<file path="src/rtl/countdown_bank.sv">
// Bank of N countdown channels sharing a prescaler tick; sticky expiry flags with OR'd irq.
// Strobes take effect on the next edge; rdata and irq are combinational; no backpressure.
module countdown_bank #(
    parameter int W = 8,
    parameter int N = 4,
    parameter int P = 8,
    parameter int S = 2
) (
    input  logic         clock,
    input  logic         reset,
    input  logic [P-1:0] div,
    input  logic [S-1:0] sel,
    input  logic [W-1:0] value,
    input  logic         put,
    input  logic         cfg,
    input  logic [1:0]   mode_in,
    input  logic         ack,
    output logic [W-1:0] rdata,
    output logic [N-1:0] flags,
    output logic         irq
);

    logic [P-1:0] pre_q, pre_d;
    logic [W-1:0] count_q  [N];
    logic [W-1:0] count_d  [N];
    logic [W-1:0] reload_q [N];
    logic [W-1:0] reload_d [N];
    logic [N-1:0] en_q, en_d;
    logic [N-1:0] per_q, per_d;
    logic [N-1:0] flag_q, flag_d;

    logic         tick;
    logic         sel_ok;
    logic [N-1:0] hit;
    logic [N-1:0] expire;

    assign sel_ok = (int'(sel) < N);
    assign tick   = (pre_q == '0);

    always_comb begin
        pre_d  = tick ? div : pre_q - P'(1);
        en_d   = en_q;
        per_d  = per_q;
        flag_d = flag_q;
        hit    = '0;
        expire = '0;
        for (int i = 0; i < N; i++) begin
            count_d[i]  = count_q[i];
            reload_d[i] = reload_q[i];
            hit[i]      = sel_ok && (int'(sel) == i);

            // A put on this channel preempts the tick entirely, including expiry.
            if (put && hit[i]) begin
                count_d[i]  = value;
                reload_d[i] = value;
            end else if (tick && en_q[i] && (count_q[i] > W'(1))) begin
                count_d[i] = count_q[i] - W'(1);
            end else if (tick && en_q[i] && (count_q[i] == W'(1))) begin
                expire[i] = 1'b1;
                if (per_q[i]) begin
                    count_d[i] = reload_q[i];
                end else begin
                    count_d[i] = '0;
                    en_d[i]    = 1'b0;
                end
            end

            if (ack && hit[i]) begin
                flag_d[i] = 1'b0;
            end
            if (expire[i]) begin
                flag_d[i] = 1'b1;
            end

            // An explicit cfg write overrides the one-shot auto-disable.
            if (cfg && hit[i]) begin
                en_d[i]  = mode_in[1];
                per_d[i] = mode_in[0];
            end
        end
    end

    always_ff @(posedge clock) begin
        if (reset) begin
            pre_q  <= div;
            en_q   <= '0;
            per_q  <= '0;
            flag_q <= '0;
            for (int i = 0; i < N; i++) begin
                count_q[i]  <= '0;
                reload_q[i] <= '0;
            end
        end else begin
            pre_q  <= pre_d;
            en_q   <= en_d;
            per_q  <= per_d;
            flag_q <= flag_d;
            for (int i = 0; i < N; i++) begin
                count_q[i]  <= count_d[i];
                reload_q[i] <= reload_d[i];
            end
        end
    end

    assign rdata = sel_ok ? count_q[sel] : '0;
    assign flags = flag_q;
    assign irq   = |flag_q;

endmodule

</file>
<file path="config.mk">
export PLATFORM = sky130hd
export DESIGN_NAME = countdown_bank
export DESIGN_NICKNAME = d
export VERILOG_FILES = /design/src/rtl/countdown_bank.sv
export SDC_FILE = /design/constraint.sdc
export NUM_CORES = 1
export LEC_CHECK = 0
export BUFFER_PORTS_ARGS = -buffer_cell sky130_fd_sc_hd__buf_2
export CORE_MARGIN = 1
export CORE_UTILIZATION = 65
export CTS_BUF_LIST = sky130_fd_sc_hd__clkbuf_16
export DETAILED_ROUTE_END_ITERATION = 10
export GPL_TIMING_DRIVEN = 0
export HOLD_SLACK_MARGIN = 0.02
export PLACE_DENSITY = 0.9
export SYNTH_ARGS = -nofsm -noshare
export SYNTH_HDL_FRONTEND = slang
export SYNTH_SLANG_ARGS = --single-unit
export TNS_END_PERCENT = 20
</file>
<file path="constraint.sdc">
create_clock -name clock -period 6.3 [get_ports clock]
set_clock_uncertainty 0.1 [all_clocks]
set_input_delay 1.26 -clock clock [delete_from_list [all_inputs] [get_ports clock]]
set_output_delay 1.26 -clock clock [all_outputs]
set_load 0.05 [all_outputs]
</file>
==> key figures <==
Worst setup path
  – Sort of element at the end of the critical path: primary output
  – Crit Path Class: in2out
  – R2R depth: 8
  – Cell seen most often among critical-path stages: sky130_fd_sc_hd__buf_2
  – CP peak stage delay: 610 ps
  – Data required time at the worst endpoint: 4940 ps
  – Peak fanout along the critical path: 10
  – Cell type of the slowest stage on the worst timing path: sky130_fd_sc_hd__mux4_2
  – Cells along the critical path: buf_2, buf_1, mux4_2, buf_2
  – CP Data Arrival Time: 2810 ps
  – Setup slack of the most critical reg-to-reg path: 3420 ps
  – Startpoint Class: input port
  – Worst reg2reg path startpoint: pre_q[0]
  – Worst r2r dst: count_q[1][4]

Synthesis
  – Cells taking the most area after synthesis: sky130_fd_sc_hd__dfxtp_1 (36%), sky130_fd_sc_hd__nand2_1 (8.3%), sky130_fd_sc_hd__a21oi_1 (7.0%)
  – Register area share after synthesis: 0.3553
  – Post-synth EDFFs: 0
  – Dominant synthesized flop cell: sky130_fd_sc_hd__dfxtp_1
  – Synth Area in Simple Gates: 0.2865
  – Post-synthesis xor/xnor area fraction: 0.03331
  – Gate count after technology mapping: 604
  – Area fraction in compound gates after synthesis: 0.2107
  – Number of nets produced by synthesis: 639
  – Mapped Avg Cell Area: 7.837 um^2
  – Area share of the largest cell type after synthesis: 0.3553
  – Top post-synthesis cells by count: sky130_fd_sc_hd__nand2_1 (105), sky130_fd_sc_hd__dfxtp_1 (84), sky130_fd_sc_hd__a21oi_1 (66)
  – Post-Syn Area: 0.004733 mm^2
  – Fraction of synthesis flops using an asynchronous set or reset pin: 0
  – Library cell with the largest summed area after synthesis: sky130_fd_sc_hd__dfxtp_1
  – Unique cell type count in the Yosys netlist: 63
  – Dominant combinational cell family by area after synthesis: simple AND/OR/NAND/NOR gates
  – Post-synthesis sequential element count: 84
  – Multiplexer fraction of the synthesized cell area: 0.04256
  – Top-count cell post-synth: sky130_fd_sc_hd__nand2_1
  – Fraction of the mapped netlist area in adder cells: 0.02643
  – Yosys warning total: 0

Clocking
  – CTS max path bufs: 2
  – Deepest level of the CTS H-tree: 3
  – Clock-pin slew on the worst setup and hold paths: 60 ps
  – Cell at the root of the clock tree: sky130_fd_sc_hd__clkbuf_16
  – CTS tree: done
  – Cts-stage hold buffer count: 0
  – Number of buffers created by CTS: 9
  – Number of resized instances in the post-cts repair step: 0
  – Clock network latency to the later pin of the worst-skew pair: 340 ps
  – Number of post-CTS setup repair buffers: 0
  – Sinks on the clock net: 84

Floorplan
  – Core area: 0.006907 mm^2
  – Vertical extent of the die: 87.34 um
  – Total I/O pin count: 38
  – Die Width: 87.34 um
  – Row count: 30
  – Overall die area: 0.007627 mm^2
  – Starting utilization of the core area: 0.6853

Layout
  – Number of nets at the end of the flow: 684
  – Proportion of layout cells with a drive suffix above 1: 0.1193
  – Relative area change from synthesis to final layout: 11.66%
  – Fillers: 525
  – Number of antenna repair diodes: 0

Pwr
  – Power Total: 0.001265 W
  – Worst IR Drop VDD: 0.1664 mV
  – Leak pwr: 1.898 nW
  – Power density normalized to cell area: 239.3 mW/mm^2

Detailed routing
  – Count of unresolved DRC violations after routing: 0
  – Remaining antenna violation count: 0
  – Wire per inst: 19.78 um
  – Number of detailed-route iterations in the first pass: 5
  – Via/cell ratio: 6.820
  – Final routed wirelength across all metal layers: 14830 um
  – Count of routing violations after the opening detailed-route iteration: 566
  – Routed via count: 5115

Global route
  – First-pass GRT wire length: 23720 um
  – Gr ovfl total: 0
  – Antenna violations before repair: 0
  – Maximum number of pins on one net before global-route repair: 14
  – Number of global-route vias before repair: 4726
  – Overall global routing resource usage: 0.4111

Run status
  – Run status: finished, final reports clean

Worst hold path
  – Min-Delay Path Class: reg2reg
  – Worst Hold Launch: reload_q[1][7]
  – Endpoint of the worst hold path: reload_q[1][7]
  – Hold Crit Depth: 2

Timing
  – Tightest Pin Transition: 811.4 ps
  – Setup Total Neg Slack: 0 ps
  – Maximum clock rate: 239.6 MHz
  – Crit path time final: 4173 ps
  – Final Max Slew Viols: 0
  – Setup repair after global routing missed its margin: no
  – Setup-violating endpoint count in the final report: 0
  – Final-report hold violation count: 0
  – Period utilisation layout: 0.6624
  – Relative slew slack: 0.4591

Place
  – Detail Placement HPWL: 10300 um
  – Number of buffer cells added on primary ports: 34
  – Routability Congestion: 1.014

Run
  – Number of max-cap violations: 0
-- sequential cells by signal, indices dropped and copies added (netlist names) --
register  cells
count_q      32
en_q          4
flags         4
per_q         4
pre_q         8
reload_q     32
-- cell usage in the layout (no fill, tap or decap), types with 5 or more instances in the layout --
cell	n
sky130_fd_sc_hd__a22oi_1	6
sky130_fd_sc_hd__nor3_1	21
sky130_fd_sc_hd__nand2_1	105
sky130_fd_sc_hd__xnor2_1	10
sky130_fd_sc_hd__a311oi_1	5
sky130_fd_sc_hd__a31oi_1	10
sky130_fd_sc_hd__buf_2	43
sky130_fd_sc_hd__mux4_2	8
sky130_fd_sc_hd__o21ai_0	9
sky130_fd_sc_hd__or4_1	5
sky130_fd_sc_hd__nor3b_1	5
sky130_fd_sc_hd__xor2_1	8
sky130_fd_sc_hd__nand4_1	6
sky130_fd_sc_hd__clkbuf_16	9
sky130_fd_sc_hd__clkbuf_1	30
sky130_fd_sc_hd__and3_1	6
sky130_fd_sc_hd__dfxtp_1	84
sky130_fd_sc_hd__nand3b_1	5
sky130_fd_sc_hd__a211o_1	6
sky130_fd_sc_hd__ha_1	10
sky130_fd_sc_hd__inv_1	13
sky130_fd_sc_hd__nor4_1	10
sky130_fd_sc_hd__nor2_1	56
sky130_fd_sc_hd__a211oi_1	13
sky130_fd_sc_hd__nor4b_1	5
sky130_fd_sc_hd__a21oi_1	66
sky130_fd_sc_hd__o211ai_1	6
sky130_fd_sc_hd__nand3_1	23
-- layer usage --
metal | GRT usage | up-vias | share of wire
li1 | - | 2292 | -
met1 | 0.5391 | 2370 | 0.38
met2 | 0.6314 | 384 | 0.45
met3 | 0.07678 | 69 | 0.12
met4 | 0.2399 | 0 | 0.043
met5 | 0 | - | 0
-- metrics by stage --
stage          area (um^2)  hold WS (ps)  setup WS, ps    util  std cells
6_report              5285         356.7          2127  0.7652        750
5_1_grt               5285         375.5          2038  0.7652        750
4_1_cts               5285         352.6          2141  0.7652        750
3_5_place_dp          5024         344.9          2137  0.7274        734
3_3_place_gp          5024         338.5          2177  0.7274        734
2_1_floorplan         4733         331.9          2396       -        604
-- cell families after synthesis --
family                   after synthesis
AND/OR/NAND/NOR                      276
AO/OA/AOI/OAI                        153
XOR/XNOR                              18
multiplexers                          10
adder cells (fa/ha/maj)               10
buffers and inverters                 53
flip-flops                            84
-- layout make-up --
type	count	area [um^2]	share of cell area
tap	96	120.1	0.02273
sequential	84	1682	0.3182
inverter	11	41.29	0.007812
clock inverter	7	36.28	0.006866
buffer	42	172.7	0.03267
timing repair buffer	34	170.2	0.03220
multi-input combinational	467	2838	0.5369
clock buffer	9	225.2	0.04261
-- report_power, final --
group          internal (W)  switching (W)
registers          0.000555      0.0000276
clock network      0.000261       0.000218
logic             0.0000734       0.000129
-- worst max-delay path, delay by kind of cell --
family	cells	cell delay (ps)
mux	1	610
buf+inv	3	930
-- how the worst max path moves through the flow --
| stage | startpoint | endpoint | slack [ps] | depth (start not counted) |
|---|---|---|---|---|
| 2_1_floorplan | sel[0] | rdata[3] | 2400 | 3 |
| 3_3_place_gp | sel[0] | rdata[6] | 2180 | 4 |
| 3_5_place_dp | sel[0] | rdata[5] | 2140 | 4 |
| 4_1_cts | sel[0] | rdata[6] | 2140 | 4 |
| 5_1_grt | sel[0] | rdata[3] | 2040 | 4 |
| 6_report | sel[0] | rdata[5] | 2130 | 4 |
(Power assumes the default switching activity.)
